<file path="config.mk">
export PLATFORM = sky130hd
export DESIGN_NAME = chronologic
export DESIGN_NICKNAME = d
export VERILOG_FILES = /design/src/rtl/chronologic.sv
export SDC_FILE = /design/constraint.sdc
export NUM_CORES = 1
export LEC_CHECK = 0
export CORE_MARGIN = 5
export CORE_UTILIZATION = 50
export DETAILED_ROUTE_END_ITERATION = 10
export PLACE_DENSITY_LB_ADDON = 0.08
export SETUP_SLACK_MARGIN = 0.1
export SLEW_MARGIN = 20
export SYNTH_ARGS = -nofsm -noshare
export SYNTH_HDL_FRONTEND = slang
export SYNTH_SLANG_ARGS = --single-unit
export TNS_END_PERCENT = 10
</file>
<file path="constraint.sdc">
create_clock -name clk -period 2.8 [get_ports clk]
set_input_delay 0.56 -clock clk [delete_from_list [all_inputs] [get_ports clk]]
set_output_delay 0.56 -clock clk [all_outputs]
set_load 0.01 [all_outputs]
</file>
<file path="src/rtl/chronologic.sv">
// Period monitor for a slow periodic signal: measures rising-edge-to-rising-edge
// spacing in clk cycles, grades it against EXP_PERIOD +/- TOL and flags timeouts.
module chronologic #(
    parameter int CNT_W       = 16,
    parameter int EXP_PERIOD  = 10,
    parameter int TOL         = 0,
    parameter int SYNC_STAGES = 2,
    parameter int STAT_W      = 8
) (
    input  logic              clk,
    input  logic              rst,
    input  logic              en,
    input  logic              sig_in,
    output logic [CNT_W-1:0]  period_o,
    output logic              period_vld,
    output logic              pass_pulse,
    output logic              fail_pulse,
    output logic              timeout_o,
    output logic [STAT_W-1:0] pass_cnt,
    output logic [STAT_W-1:0] fail_cnt
);

    localparam logic [CNT_W-1:0] LIMIT  = CNT_W'(EXP_PERIOD + TOL);
    localparam logic [CNT_W-1:0] LO_LIM = CNT_W'(EXP_PERIOD - TOL);

    logic [SYNC_STAGES-1:0] sync_q;
    logic                   s_d;
    logic                   s;
    logic                   rise;
    logic [CNT_W-1:0]       cnt;
    logic                   armed;
    logic                   in_tol;
    logic                   timeout_hit;

    assign s           = sync_q[SYNC_STAGES-1];
    assign rise        = s & ~s_d;
    assign in_tol      = (cnt >= LO_LIM) && (cnt <= LIMIT);
    // A rise on the same edge as the limit is a measurement, never a timeout.
    assign timeout_hit = armed & ~rise & (cnt == LIMIT);

    // Synchronizer and edge detector run regardless of en.
    always_ff @(posedge clk) begin
        if (rst) begin
            sync_q <= '0;
            s_d    <= 1'b0;
        end else begin
            sync_q <= {sync_q[SYNC_STAGES-2:0], sig_in};
            s_d    <= s;
        end
    end

    always_ff @(posedge clk) begin
        if (rst) begin
            cnt <= '0;
        end else if (!en) begin
            cnt <= '0;
        end else if (rise) begin
            cnt <= CNT_W'(1);
        end else if (!(&cnt)) begin
            cnt <= cnt + CNT_W'(1);
        end
    end

    always_ff @(posedge clk) begin
        if (rst) begin
            armed      <= 1'b0;
            period_o   <= '0;
            period_vld <= 1'b0;
            pass_pulse <= 1'b0;
            fail_pulse <= 1'b0;
            timeout_o  <= 1'b0;
        end else begin
            period_vld <= 1'b0;
            pass_pulse <= 1'b0;
            fail_pulse <= 1'b0;
            if (!en) begin
                armed <= 1'b0;
            end else if (rise) begin
                armed <= 1'b1;
                if (armed) begin
                    period_o   <= cnt;
                    period_vld <= 1'b1;
                    pass_pulse <= in_tol;
                    fail_pulse <= ~in_tol;
                end
            end else if (timeout_hit) begin
                armed      <= 1'b0;
                fail_pulse <= 1'b1;
                timeout_o  <= 1'b1;
            end
        end
    end

    // Statistics count the pulse registered on the previous edge and saturate.
    always_ff @(posedge clk) begin
        if (rst) begin
            pass_cnt <= '0;
            fail_cnt <= '0;
        end else begin
            if (pass_pulse && !(&pass_cnt)) pass_cnt <= pass_cnt + STAT_W'(1);
            if (fail_pulse && !(&fail_cnt)) fail_cnt <= fail_cnt + STAT_W'(1);
        end
    end

endmodule

</file>
== Yosys cells after proc, flatten, opt, wreduce, memory -nomap -nowiden ==
Index checks and enable logic that the tools add are counted.

* Add/subtract/negate cells: 3
* Order comparisons: 2
* Eq/ne operators: 2
* Muxes and demuxes: 8
* Bitwise logic cells: 8
* Reductions and logical operators: 15

{| class="wikitable"
|+ Operators with widths
! operator !! count
|-
| $add 16x1->16 const B || 1
|-
| $add 8x1->8 const B || 2
|-
| $eq 16x4->1 const B || 1
|-
| $ge 16x4->1 const B || 1
|-
| $le 16x4->1 const B || 1
|-
| $reduce_and 16->1 || 1
|-
| $reduce_and 8->1 || 2
|-
| $mux 1 || 8
|-
| $reduce_and 3->1 || 2
|-
| $reduce_or 3->1 || 2
|-
| $not 1->1 || 5
|-
| $reduce_or 4->1 || 1
|-
| $and 1x1->1 || 3
|-
| $logic_and 1x1->1 || 3
|-
| $logic_not 1->1 || 2
|-
| $ne 2x2->1 const B || 1
|-
| $reduce_bool 2->1 || 1
|-
| $reduce_or 2->1 || 1
|}

* Bits in registers: 56
* Input port bits: 4
* Logic and storage cells: 50

== Longest topological paths before layout ==
* Word-level depth: 7
* Gate-level depth with buffers: 7
* Gate-level depth less buffers: 6

== Least setup slack after synthesis ==
OpenSTA, ideal clock, no wires.

* Path type: reg2reg
* Start point: register cnt[1]
* End point: register cnt[1]
* Data arrival time: 1450 ps
* Required time: 2714 ps
* Path slack: 1265 ps
* Cell stages (with the launch flop): 6
* Buffers on the path: 0
* Period minus slack after synthesis: 1535 ps
* Cell sequence: dfxtp_1 ha_1 nand2_1 nor4_1 nand3_1 a211oi_1

* Cells in the longest elaborated chain, start to end: 1
* Elaborated cells between the ends (all ways): 2
* Those cells by class: add/sub: 1; reduce/logical: 1

{| class="wikitable"
|+ Ends and longest elaborated chain
! element !! RTL line !! source
|-
| start: declaration || 30 || <nowiki>logic [CNT_W-1:0] cnt;</nowiki>
|-
| start signal: assignment || 60 || <nowiki>cnt <= cnt + CNT_W'(1);</nowiki>
|-
| $add 16x1->16 / $reduce_and 16->1 (equally long branches) || 60, 59 ||
|}

Several ways; a longest one is shown, not always the timed one.
A chain may end at the register's enable or synchronous reset.

== Worst setup path after layout ==
* Start point: register fail_pulse
* End point: output port fail_pulse

{| class="wikitable"
|+ RTL lines
! element !! RTL line !! source
|-
| start: declaration || 17 || <nowiki>output logic fail_pulse,</nowiki>
|-
| start signal: assignment || 84 || <nowiki>fail_pulse <= ~in_tol;</nowiki>
|}

No word-level cell between the ends.

==> summary.md <==
| Metric | Value |
|---|---|
| Status | `finished, final reports clean` |
| WP data required | `2.24 ns` |
| Via count | `2052` |
| Wire per inst | `13.0 um` |
| CTS sink cnt | `56` |
| Synth top area cells | `dfxtp_1 47%, nand2_1 6.3%, a21oi_1 6.1%, nor2_1 3.3%, nand4_1 2.3%` |
| Synth Net Count | `292` |
| H-tree Lvls | `2` |
| Total CTS buffers | `5` |
| Worst Path Buf+Inv | `1` |
| CTS tree | `built` |
| Largest net degree at the start of global routing | `39` |
| Setup TNS | `0 ns` |
| First-pass GRT wire length | `8450 um` |
| Clk slew on worst S/H paths | `0.09 ns` |
| Worst hold start | `sync_q[0]` |
| Dpl ws | `0.668 ns` |
| Hpwl dp | `3350 um` |
| Highest clock rate | `525 MHz` |
| Remaining global-route overflow | `0` |
| Share of cells above drive strength 1 | `5.63%` |
| Post-Synthesis Cells | `284` |
| Crit path kind | `flop to output port` |
| Pre-antenna DRT Iters | `4` |
| Synthesis-to-finish area growth | `21.5%` |
| CTS Root Cell | `clkbuf_8` |
| Initial antenna violation count | `0` |
| Vias in the first global route | `1839` |
| Yosys warns | `0` |
| Fin Hold WS | `0.450 ns` |
| Postcts setup bufs | `0` |
| Final hold violations | `0` |
| Crit path DAT | `1.35 ns` |
| Max_cap viols | `0` |
| CP max stage delay | `0.58 ns` |
| Initial Utilization | `51.1%` |
| Crit path max-delay cell type | `clkdlybuf4s50_1` |
| Final setup violation count | `0` |
| Die ar. | `0.00628 sq mm` |
| FFs w/ async S/R, synth | `0%` |
| Gr usage total | `16.6%` |
| Number of gates resized after cts | `0` |
| Final worst-path cycle share | `68.0%` |
| Clock Path Buffers | `2` |
| #FFs+latches synth | `56` |
| Remaining antenna violation count | `0` |
| Vias per cell | `5.49` |
| Global placer's final weighted congestion | `0.825` |
| Worst min path class | `flop to flop` |
| Most common flop cell mapped by yosys | `dfxtp_1` |
| IO Port Bufs | `39` |
| Clk_skew | `0.00467 ns` |
| Max transition margin | `53.5%` |
| # IOs | `40` |
| Reg2reg start | `sync_q[1]` |
| Maximum fanout along the worst path | `6` |
| Clk_lat worst skew | `0.30 ns` |
| CP startpoint kind | `flop` |
| Final-stage net count | `327` |
| Mean Syn Cell Area | `8.44 sq um` |
| Worst-Margin Slew | `0.695 ns` |
| Worst vdd ir | `267 uV` |
| Ant. Diodes | `0` |
| Worst-path cell chain | `clkdlybuf4s50_1` |
| Mapped Area | `0.00240 sq mm` |
| Drt drc | `0` |
| Die Width | `79.2 um` |
| Yosys top cell area share | `46.8%` |
| Tot Pwr | `1.28 mW` |
| Register area share after synthesis | `46.8%` |
| Post-CTS Hold Fix Bufs | `0` |
| Max Slew Vio Count | `0` |
| Crit path capture type | `output port` |
| Initial drt markers | `83` |
| Pleak | `0.993 nW` |
| Synth area leader | `dfxtp_1` |
| Rows | `25` |
| Die Ht | `79.2 um` |
| Post-synth EDFFs | `0` |
| Critical Path Source | `fail_pulse` |
| Min Tclk post-route | `1.91 ns` |
| RSZ-0062 raised after global routing | `false` |
| Final wirelength | `4850 um` |
| CP delay by family, top | `buffers and inverters` |
| Distinct cells, synth | `43` |
| Power Dens Cells | `439 mW/mm^2` |
| CORE AREA | `0.00469 sq mm` |
| Final setup margin | `0.895 ns` |
cells in the mapped netlist, types with 4 or more instances:
cell / count
nand3_1: 9
xor2_1: 4
o21ai_0: 11
and3_1: 5
nor3_1: 11
nand2_1: 40
nor4_1: 6
a21oi_1: 29
mux2i_1: 4
a31oi_1: 4
inv_1: 11
nor2_1: 21
dfxtp_1: 56
nor2b_1: 5
ha_1: 4
nand4_1: 9
or3_1: 8
clkbuf_1: 10
registers in the layout, summed over array words and instances, names as in the netlist, 2 cells and up:
register  count
cnt          16
period_o     16
sync_q        2
fail_cnt      8
pass_cnt      8
cells in the final DEF (no fill, tap or decap), drive strengths merged, types with 2 or more instances in the layout:
master,n
a211oi,4
a21o,2
a21oi,29
a311oi,2
a31oi,4
and3,6
and4,2
buf,3
clkbuf,7
clkdlybuf4s50,39
dfxtp,56
ha,4
inv,11
mux2i,4
nand2,40
nand3,9
nand4,10
nor2,21
nor2b,5
nor3,11
nor4,6
nor4b,2
o211ai,2
o21ai,11
o31ai,2
or2,3
or3,9
xnor2,3
xor2,4
per-layer routing:
metal,vias to the layer above,GRT usage (%),share of wire (%)
li1,1076,-,-
met1,926,23.0,51
met2,45,25.6,44
met3,5,3.29,4.6
met4,0,5.67,1.0
met5,-,0,0
power by group:
group | internal, mW | switching, mW | total, mW
Clock | 0.201 | 0.245 | 0.446
Sequential | 0.799 | 0.00262 | 0.802
Combinational | 0.0101 | 0.0189 | 0.0291
path summary, 6_finish.rpt:
path	endpoint	slack, ns	depth (start not counted)
setup reg to reg	fail_pulse	1.00	4
setup / recovery	fail_pulse	0.89	1
hold / removal	sync_q[1]	0.45	1
hold reg to reg	sync_q[1]	0.45	1
area by class of cell:
class	instances	area [sq um]
fillers	432	1780
multi-input cells	203	1170
clock buffers	7	86.3
flip-flops and latches	56	1120
well taps	54	67.6
clock inverters	1	7.51
repair buffers	42	413
inverters	11	41.3
logic make-up after synthesis:
logic type	Yosys count	synth area share (%)
flops	56	46.8
xor+xnor	7	2.56
mux	4	1.67
buf+inv	25	4.49
compound gates	59	14.7
simple gates	129	27.8
fa+ha+maj	4	2.09
through the flow:
stage               std cells  util [%]  cell area (sq um)
floorplan                 284         -               2400
finish                    374      62.1               2910
global placement          366      60.1               2820
CTS                       374      62.1               2910
detailed placement        366      60.1               2820
global route              374      62.1               2910
No activity file was read; power rests on OpenSTA's default activity.
